===== config.mk =====
export PLATFORM = sky130hd
export DESIGN_NAME = uart_transmitter
export DESIGN_NICKNAME = d
export VERILOG_FILES = /design/src/rtl/uart_pkg.sv /design/src/rtl/uart_tx_fifo.sv /design/src/rtl/uart_transmitter.sv
export SDC_FILE = /design/constraint.sdc
export NUM_CORES = 1
export LEC_CHECK = 0
export BUFFER_PORTS_ARGS = -buffer_cell sky130_fd_sc_hd__buf_2
export CAP_MARGIN = 20
export CORE_UTILIZATION = 60
export DETAILED_ROUTE_END_ITERATION = 8
export PLACE_DENSITY = 0.9
export REMOVE_ABC_BUFFERS = 1
export SYNTH_ARGS = -nofsm -noshare
export SYNTH_HDL_FRONTEND = slang
export SYNTH_SLANG_ARGS = --single-unit

===== constraint.sdc =====
create_clock -name clk -period 8 [get_ports clk]
set_clock_uncertainty 0.05 [all_clocks]
set_input_delay 0.4 -clock clk [delete_from_list [all_inputs] [get_ports clk]]
set_output_delay 0.4 -clock clk [all_outputs]
set_load 0.03 [all_outputs]

===== src/rtl/uart_pkg.sv =====
// uart_pkg: shared UART frame constants, FSM state type and parity helper
package uart_pkg;
    localparam int DATA_BITS = 8;
    localparam int FRAME_BITS = 11;
    localparam logic START_LEVEL = 1'b0;
    localparam logic STOP_LEVEL = 1'b1;
    localparam logic IDLE_LEVEL = 1'b1;
    typedef enum logic [2:0] {IDLE, START, DATA, PARITY, STOP} tx_state_t;
    function automatic logic even_parity(input logic [DATA_BITS-1:0] d);
        return ^d;
    endfunction
endpackage


===== src/rtl/uart_tx_fifo.sv =====
// uart_tx_fifo: synchronous power-of-two FIFO with occupancy count
module uart_tx_fifo #(
    parameter int DEPTH = 4,
    parameter int WIDTH = 8
) (
    input  logic                     clk,
    input  logic                     rst_n,
    input  logic                     push,
    input  logic [WIDTH-1:0]         wr_data,
    input  logic                     pop,
    output logic [WIDTH-1:0]         rd_data,
    output logic                     full,
    output logic                     empty,
    output logic [$clog2(DEPTH):0]   count
);
    localparam int AW = $clog2(DEPTH);
    localparam int CW = AW + 1;
    logic [WIDTH-1:0] mem [DEPTH];
    logic [AW-1:0] wr_ptr, rd_ptr;
    logic do_push, do_pop;
    assign full = count == CW'(DEPTH);
    assign empty = count == '0;
    assign do_push = push && !full;
    assign do_pop = pop && !empty;
    assign rd_data = mem[rd_ptr];
    // pointers wrap naturally at DEPTH; count tracks simultaneous push/pop
    always_ff @(posedge clk) begin
        if (!rst_n) begin
            wr_ptr <= '0;
            rd_ptr <= '0;
            count <= '0;
        end else begin
            if (do_push) wr_ptr <= wr_ptr + 1'b1;
            if (do_pop) rd_ptr <= rd_ptr + 1'b1;
            count <= count + CW'(do_push) - CW'(do_pop);
        end
    end
    // storage needs no reset; occupancy is governed by count
    always_ff @(posedge clk) begin
        if (do_push) mem[wr_ptr] <= wr_data;
    end
endmodule


===== src/rtl/uart_transmitter.sv =====
// uart_transmitter: buffered 8E1 serial transmitter with registered tx line
module uart_transmitter
    import uart_pkg::*;
#(
    parameter int CLKS_PER_BIT = 1,
    parameter int FIFO_DEPTH = 4
) (
    input  logic       clk,
    input  logic       rst_n,
    input  logic [7:0] in_data,
    input  logic       in_valid,
    output logic       in_ready,
    output logic       tx,
    output logic       busy,
    output logic       tx_done
);
    localparam int CW = CLKS_PER_BIT > 1 ? $clog2(CLKS_PER_BIT) : 1;
    localparam logic [CW-1:0] CLK_LAST = CW'(CLKS_PER_BIT - 1);
    localparam int BW = $clog2(DATA_BITS);
    localparam logic [BW-1:0] BIT_LAST = BW'(DATA_BITS - 1);
    tx_state_t state, state_next;
    logic [CW-1:0] clk_cnt, clk_cnt_next;
    logic [BW-1:0] bit_cnt, bit_cnt_next;
    logic [DATA_BITS-1:0] shreg, shreg_next, head;
    logic par, par_next, tx_next, bit_end, pop, full, empty;
    logic [$clog2(FIFO_DEPTH):0] fifo_count;
    uart_tx_fifo #(.DEPTH(FIFO_DEPTH), .WIDTH(DATA_BITS)) u_fifo (
        .clk(clk),
        .rst_n(rst_n),
        .push(in_valid),
        .wr_data(in_data),
        .pop(pop),
        .rd_data(head),
        .full(full),
        .empty(empty),
        .count(fifo_count)
    );
    assign bit_end = clk_cnt == CLK_LAST;
    // state and datapath registers; tx is loaded with the level of the upcoming cycle
    always_ff @(posedge clk) begin
        if (!rst_n) begin
            state <= IDLE;
            clk_cnt <= '0;
            bit_cnt <= '0;
            shreg <= '0;
            par <= 1'b0;
            tx <= IDLE_LEVEL;
        end else begin
            state <= state_next;
            clk_cnt <= clk_cnt_next;
            bit_cnt <= bit_cnt_next;
            shreg <= shreg_next;
            par <= par_next;
            tx <= tx_next;
        end
    end
    // next state plus counter/shift updates; a pop reloads the shifter from the FIFO head
    always_comb begin
        case (state)
            IDLE:    state_next = empty ? IDLE : START;
            START:   state_next = bit_end ? DATA : START;
            DATA:    state_next = (bit_end && bit_cnt == BIT_LAST) ? PARITY : DATA;
            PARITY:  state_next = bit_end ? STOP : PARITY;
            STOP:    state_next = bit_end ? (empty ? IDLE : START) : STOP;
            default: state_next = IDLE;
        endcase
        pop = !empty && (state == IDLE || (state == STOP && bit_end));
        clk_cnt_next = (state == IDLE || bit_end) ? '0 : clk_cnt + 1'b1;
        bit_cnt_next = state != DATA ? '0 : bit_end ? bit_cnt + 1'b1 : bit_cnt;
        shreg_next = pop ? head : (state == DATA && bit_end) ? shreg >> 1 : shreg;
        par_next = pop ? even_parity(head) : par;
    end
    // outputs: tx level for the next state, stop-end pulse, status flags
    always_comb begin
        tx_next = state_next == START  ? START_LEVEL :
                  state_next == DATA   ? shreg_next[0] :
                  state_next == PARITY ? par_next :
                  state_next == STOP   ? STOP_LEVEL : IDLE_LEVEL;
        tx_done = state == STOP && bit_end;
        busy = state != IDLE || fifo_count != '0;
        in_ready = !full;
    end
endmodule


==> results of run 1 <==
synth_stat cells (3+ instances only):
cell      instances  share of area [%]
edfxtp_1         32                 38
dfxtp_1          26                 21
and2_1           11                2.7
xnor2_1          11                3.8
nand2_1           9                1.3
ha_1              8                4.0
mux4_2            8                7.1
nor2_1            8                1.2
inv_1             6               0.89
mux2i_1           6                2.4
a21boi_0          4                1.2
a22oi_1           4                1.2
and3_1            4               0.99
clkbuf_1          4               0.59
nor2b_1           3               0.74
nor3b_1           3               0.89
o21ai_0           3               0.59
xor2_1            3                1.0
cell type report:
cell class,count,area (um^2),share of cell area [%]
repair buffers,14,70.1,2.47
clock buffers,9,124,4.36
inverters,6,22.5,0.793
flip-flops and latches,58,1480,52.1
multi-input cells,109,963,33.9
clock inverters,7,118,4.14
well taps,50,62.6,2.20
routing by layer:
layer | up-vias | wire length [um] | global-route usage (%)
met1 | 717 | 1780 | 25.2
met5 | - | 0 | 0
met3 | 12 | 119 | 5.82
li1 | 682 | - | -
met2 | 28 | 2230 | 37.4
met4 | 0 | 82 | 15.2
stage by stage:
step                worst slack, ps  power (mW)
finish                         5270        1.08
detailed placement             5260       0.764
floorplan                      5570       0.691
global placement               5410       0.743
CTS                            5280        1.09
global route                   5090        1.14
worst max-delay path, stage by stage (launching register included):
cell and delay [ps]:
dfxtp_1 430, nand2_1 170, nor4b_4 740, ha_1 220
inv_1 40, ha_1 180, fa_1 370, xnor2_1 150
xnor2_1 120, and2_1 150
where the power goes:
group | internal, mW | total (mW) | switching [mW]
sequential | 0.375 | 0.420 | 0.0447
combinational | 0.167 | 0.341 | 0.173
clock | 0.206 | 0.322 | 0.116
path summary, 6_finish.rpt:
| path | startpoint | end | slack, ps | cells past startpoint |
|---|---|---|---|---|
| setup / recovery | clk_cnt | u_fifo.count[2] | 5270 | 9 |
| hold / removal | in_data[5] | u_fifo.mem[0][5] | 230 | 1 |
| setup reg to reg | clk_cnt | u_fifo.count[2] | 5270 | 9 |
| hold reg to reg | shreg[3] | shreg[3] | 420 | 2 |
cell families after synthesis:
family	after synthesis	synth area share, %
adder cells (fa/ha/maj)	9	4.76
AO/OA/AOI/OAI	17	4.66
AND/OR/NAND/NOR	52	13.0
flip-flops	58	58.6
XOR/XNOR	14	4.85
buffers and inverters	16	3.22
other	1	0.148
multiplexers	16	10.7
placed cells by master (no fill, tap or decap), types with 2 or more instances in the layout:
| cell | synthesis | layout |
|---|---|---|
| bufinv_16 | 0 | 3 |
| buf_2 | 2 | 14 |
| inv_1 | 6 | 6 |
| a21oi_1 | 2 | 2 |
| edfxtp_1 | 32 | 32 |
| mux2i_1 | 6 | 6 |
| and2_1 | 11 | 11 |
| nand2_1 | 9 | 9 |
| ha_1 | 8 | 8 |
| nor2_1 | 8 | 8 |
| xor2_1 | 3 | 3 |
| mux2_4 | 2 | 2 |
| nand2b_1 | 2 | 2 |
| and3_1 | 4 | 4 |
| clkinvlp_4 | 0 | 2 |
| a22oi_1 | 4 | 4 |
| nor4b_4 | 2 | 2 |
| clkbuf_8 | 0 | 9 |
| xnor2_1 | 11 | 11 |
| a21boi_0 | 4 | 4 |
| mux4_2 | 8 | 8 |
| dfxtp_1 | 26 | 26 |
| o21ai_0 | 3 | 3 |
| nor3b_1 | 3 | 3 |
| nor2b_1 | 3 | 3 |
flip-flops by register name (all words and copies together) (netlist names), named ones only:
register,count
bit_cnt,3
par,1
u_fifo.rd_ptr,2
u_fifo.count,3
tx,1
state,3
u_fifo.wr_ptr,2
shreg,8
u_fifo.mem,32
clk_cnt,1
==> results.md, run 1 <==
- Placed cell area: 0.00260 mm^2
- First-pass DRT Iterations: 4
- Total Nets Final: 218
- Final Util: 70.5%
- GR Overflow Total: 0
- DR DRC count: 0
- Gate Count Post-Synth: 183
- Max clock buf depth: 2
- Final cell count without fillers: 253
- Hold_buf cts: 0
- CTS Root Cell: clkbuf_8
- Drt total wl: 4.21 mm
- Worst-path clk slew: 70 ps
- IO Pins: 15
- Die X: 66.9 um
- Hpwl dp: 2.85 mm
- Post-CTS setup buffer count: 0
- Clock Latency Late Sink: 330 ps
- Syn Area/Cell: 13.8 um^2
- Setup crit end kind: flip-flop
- CTS tree: built
- Sequential area share after synthesis: 58.6%
- Iter 0 DRT Violations: 80
- Crit path kind: reg -> reg
- RSZ-0062 raised after global routing: no
- Max-Cap Viols: 0
- Chip Height: 66.9 um
- Die area: 0.00447 mm^2
- DRT antenna net count: 0
- All-Layer GR Usage: 22.5%
- Area Growth Syn to Fin: 12.5%
- Vias per cell: 5.69
- # diodes: 0
- Wire per inst: 16.6 um
- Clk sinks: 58
- Final setup TNS: 0 ps
- Final Hold Vio Count: 0
- Min Tclk post-route: 2730 ps
- Critical Path Fanout Max: 18
- Top_reg_cell synth: edfxtp_1
- Synth Register Bits: 58
- Largest net degree at the start of global routing: 23
- CORE AREA: 0.00403 mm^2
- Critical Path RT: 8180 ps
- Worst-margin pin slew: 872 ps
- Final setup viols: 0
- CTS H-Tree Depth: 3
- CTS resizes: 0
- Post-synth EDFFs: 32
- Pwr dens: 381 mW/mm^2
- CP arrival: 2910 ps
- Initial antenna violation count: 0
- Inst Count DP: 237
- Worst hold path type: in -> reg
- WHS: 227 ps
- Unique masters post-synth: 42
- Port bufs: 14
- Status: finished clean
- FMAX: 366 MHz
- Tcrit/Tclk final: 34.1%
- Yosys warnings: 0
- Post-synthesis instance area: 0.00253 mm^2
- Worst vdd ir: 0.183 mV
- CTS buffer count: 9
- Post-synth ARST share: 0%
- Fillers: 280
- Rel. slew slack: 41.6%
- Slew Limit Fails: 0
- Global-route wire length before repair: 6.87 mm
- Final instance area: 0.00284 mm^2
- Vias: 1439
- Layout cells sized above 1: 21.7%
- Startpoint Class: flip-flop
- Initial core utilization: 62.7%
- LEAKAGE: 1.05 nW
- Number of global-route vias before repair: 1478
- Placer's final routability congestion estimate: 0.777
- Cell Rows: 23
Note: power is estimated with default switching activity, not from simulation.
==> run 2, diff against run 1 <==
--- a/config.mk
+++ b/config.mk
@@ -5,11 +5,12 @@
 export SDC_FILE = /design/constraint.sdc
 export NUM_CORES = 1
 export LEC_CHECK = 0
+export ABC_AREA = 1
 export BUFFER_PORTS_ARGS = -buffer_cell sky130_fd_sc_hd__buf_2
 export CAP_MARGIN = 20
-export CORE_UTILIZATION = 60
+export CORE_UTILIZATION = 54
 export DETAILED_ROUTE_END_ITERATION = 8
-export PLACE_DENSITY = 0.9
+export PLACE_DENSITY = 0.86
 export REMOVE_ABC_BUFFERS = 1
 export SYNTH_ARGS = -nofsm -noshare
 export SYNTH_HDL_FRONTEND = slang
==> constraint.sdc (replaced) <==
create_clock -name clk -period 2.24 [get_ports clk]
set_clock_uncertainty 0.05 [all_clocks]
set_input_delay 0.112 -clock clk [delete_from_list [all_inputs] [get_ports clk]]
set_output_delay 0.112 -clock clk [all_outputs]
set_load 0.03 [all_outputs]
==> run 2 against run 1 <==
  * Sequential cell count did not move
  * Setup slack got worse by 5100 ps
  * Critical path depth is 1 lower
  * Critical endpoint unchanged
  * Largest power group is now combinational cells
==> results.md, run 2 <==
- Status: finished clean
- All-Layer GR Usage: 21.6% (-0.89 points)
- Most frequent cells in the layout: 109 x nand2_1, 32 x edfxtp_1, 27 x inv_1
- Critical Path RT: 2410 ps (-5770 ps)
- Synth Register Bits: 58 (unchanged)
- Worst-path clk slew: 70 ps (about the same)
- FMAX: 484 MHz (+32%)
- Post-synthesis instance area: 0.00271 mm^2 (+7.3%)
- # diodes: 0 (unchanged)
- Commonest non-fill, non-tap cell in the layout: nand2_1
- Area Growth Syn to Fin: 15.8%
- Most common cell in the netlist: nand2_1
- DRT antenna net count: 0 (unchanged)
- DP Worst Slack: 226 ps (-5040 ps)
- Number of global-route vias before repair: 1947 (+32%)
- Max-Cap Viols: 0 (unchanged)
- Wire per inst: 12.2 um (-27%)
- Max clock buf depth: 2 (unchanged)
- Syn Area/Cell: 8.83 um^2 (-36%)
- Post-CTS setup buffer count: 0 (unchanged)
- Vias: 2041 (+42%)
- IO Pins: 15 (unchanged)
- Biggest regs: u_fifo.mem x32, shreg x8
- Worst hold path type: in -> reg
- Die area: 0.00531 mm^2 (+19%)
- DR DRC count: 0 (unchanged)
- CTS Root Cell: clkbuf_8
- Port bufs: 14 (unchanged)
- Iter 0 DRT Violations: 137 (+71%)
- Tcrit/Tclk final: 92.2% (+58 points)
- Startpoint Class: flip-flop
- Critical Path Fanout Max: 3 (-15)
- Top cells by count, synth: 109 x nand2_1, 32 x edfxtp_1, 27 x inv_1
- CTS tree: built
- Fillers: 354 (+26%)
- GR Overflow Total: 0 (unchanged)
- Largest Register: u_fifo.mem
- Setup crit end kind: flip-flop
- Final Util: 65.6% (-4.9 points)
- Power Total: 4.09 mW (+280%)
- Slew Limit Fails: 0 (unchanged)
- Layout cells sized above 1: 18.8% (-2.8 points)
- Drt total wl: 5.02 mm (+19%)
- First-pass DRT Iterations: 5 (+1)
- Final worst setup slack: 176 ps (-5100 ps)
- Die X: 72.9 um (+8.9%)
- CTS H-Tree Depth: 3 (unchanged)
- Post-synth ARST share: 0% (unchanged)
- Min Tclk post-route: 2060 ps (-664 ps)
- Worst vdd ir: 0.590 mV (+220%)
- Area contributors post-synth: edfxtp_1 35%, dfxtp_1 19%, nand2_1 15%, inv_1 3.7%, ha_1 3.7%
- Max reg flops: 32 (unchanged)
- Sequential area share after synthesis: 54.6% (-4.0 points)
- Final Hold Vio Count: 0 (unchanged)
- Post-synth EDFFs: 32 (unchanged)
- Vias per cell: 4.95 (-13%)
- Cell Rows: 25 (+8.7%)
- Largest net degree at the start of global routing: 18 (-22%)
- CTS buffer count: 9 (unchanged)
- Share of the synthesized area in the top cell type: 35.4% (-2.6 points)
- Final setup TNS: 0 ps (unchanged)
- CP arrival: 2230 ps (-680 ps)
- Chip Height: 72.9 um (+8.9%)
- Crit path kind: reg -> reg
- Pwr dens: 1300 mW/mm^2 (+240%)
- CTS resizes: 0 (unchanged)
- CORE AREA: 0.00479 mm^2 (+19%)
- Clk sinks: 58 (unchanged)
- Global-route wire length before repair: 8.37 mm (+22%)
- Unique masters post-synth: 29 (-31%)
- Gate Count Post-Synth: 307 (+68%)
- Initial antenna violation count: 0 (unchanged)
- Synth area leader: edfxtp_1
- Final setup viols: 0 (unchanged)
- Hpwl dp: 3.27 mm (+15%)
- Initial core utilization: 56.7% (-6.0 points)
- Clock Latency Late Sink: 340 ps (about the same)
- Total Nets Final: 360 (+65%)
- LEAKAGE: 1.43 nW (+36%)
- Placer's final routability congestion estimate: 0.716 (-7.8%)
- Top_reg_cell synth: edfxtp_1
- Yosys warnings: 0 (unchanged)
- RSZ-0062 raised after global routing: no
-- run 2: power by group --
part	switching, mW	internal (mW)
clock	0.399	0.526
sequential	0.104	1.34
combinational	1.13	0.594
total	1.63	2.46
-- run 2: cells by family after synthesis --
kind of cell / synth area share [%]
and+or+nand+nor: 27.0
buffers and inverters: 7.43
DFF: 54.6
xor gates and xnor gates: 0.969
adders and majority gates: 4.43
other: 0.138
AOI/OAI and AO/OA: 5.45
-- run 2: layout make-up --
| cell class | count | area [um^2] | share of cell area (%) |
|---|---|---|---|
| Clock buffer | 14 | 184 | 5.86 |
| Tap cell | 67 | 83.8 | 2.67 |
| Timing Repair Buffer | 31 | 220 | 7.01 |
| Inverter | 34 | 133 | 4.22 |
| Sequential cell | 58 | 1480 | 47.2 |
| Clock inverter | 2 | 10.0 | 0.319 |
| Multi-Input combinational cell | 206 | 1030 | 32.7 |
-- run 2: critical path: stages, from the launching register on --
cell     delay (ps)
dfxtp_1         340
nor3_1          360
nor2_2          100
ha_1            290
inv_1            40
ha_1            180
fa_1            370
xor2_1          160
nor2_1           50
-- run 2: final timing paths --
path / from / endpoint / slack, ps / depth (start not counted)
max reg2reg: u_fifo.count[1] / u_fifo.count[2] / 180 / 8
min: in_valid / u_fifo.wr_ptr[0] / 190 / 3
max: u_fifo.count[1] / u_fifo.count[2] / 180 / 8
min reg2reg: u_fifo.rd_ptr[1] / flip-flop / 400 / 1
-- run 2: metal layers --
| layer | vias to the layer above | GRT usage (%) | part of all wire (%) |
|---|---|---|---|
| li1 | 1055 | - | - |
| met1 | 930 | 24.8 | 44 |
| met2 | 48 | 36.8 | 50 |
| met5 | - | 0 | 0 |
| met4 | 0 | 9.59 | 1.5 |
| met3 | 8 | 7.32 | 4.4 |
-- run 2: per-stage QoR --
| step | instance area (um^2) | hold WS [ps] | cells |
|---|---|---|---|
| floorplan | 2640 | 131 | 298 |
| global placement | 2860 | 272 | 387 |
| detailed placement | 2860 | 279 | 387 |
| CTS | 3140 | 171 | 412 |
| global route | 3140 | 208 | 412 |
| finish | 3140 | 188 | 412 |
-- run 2: repair_timing --
item,4_1_cts,5_1_grt
setup endpoints to repair,0,0
endpoints found under the hold margin,33,0
hold buffers,9,0
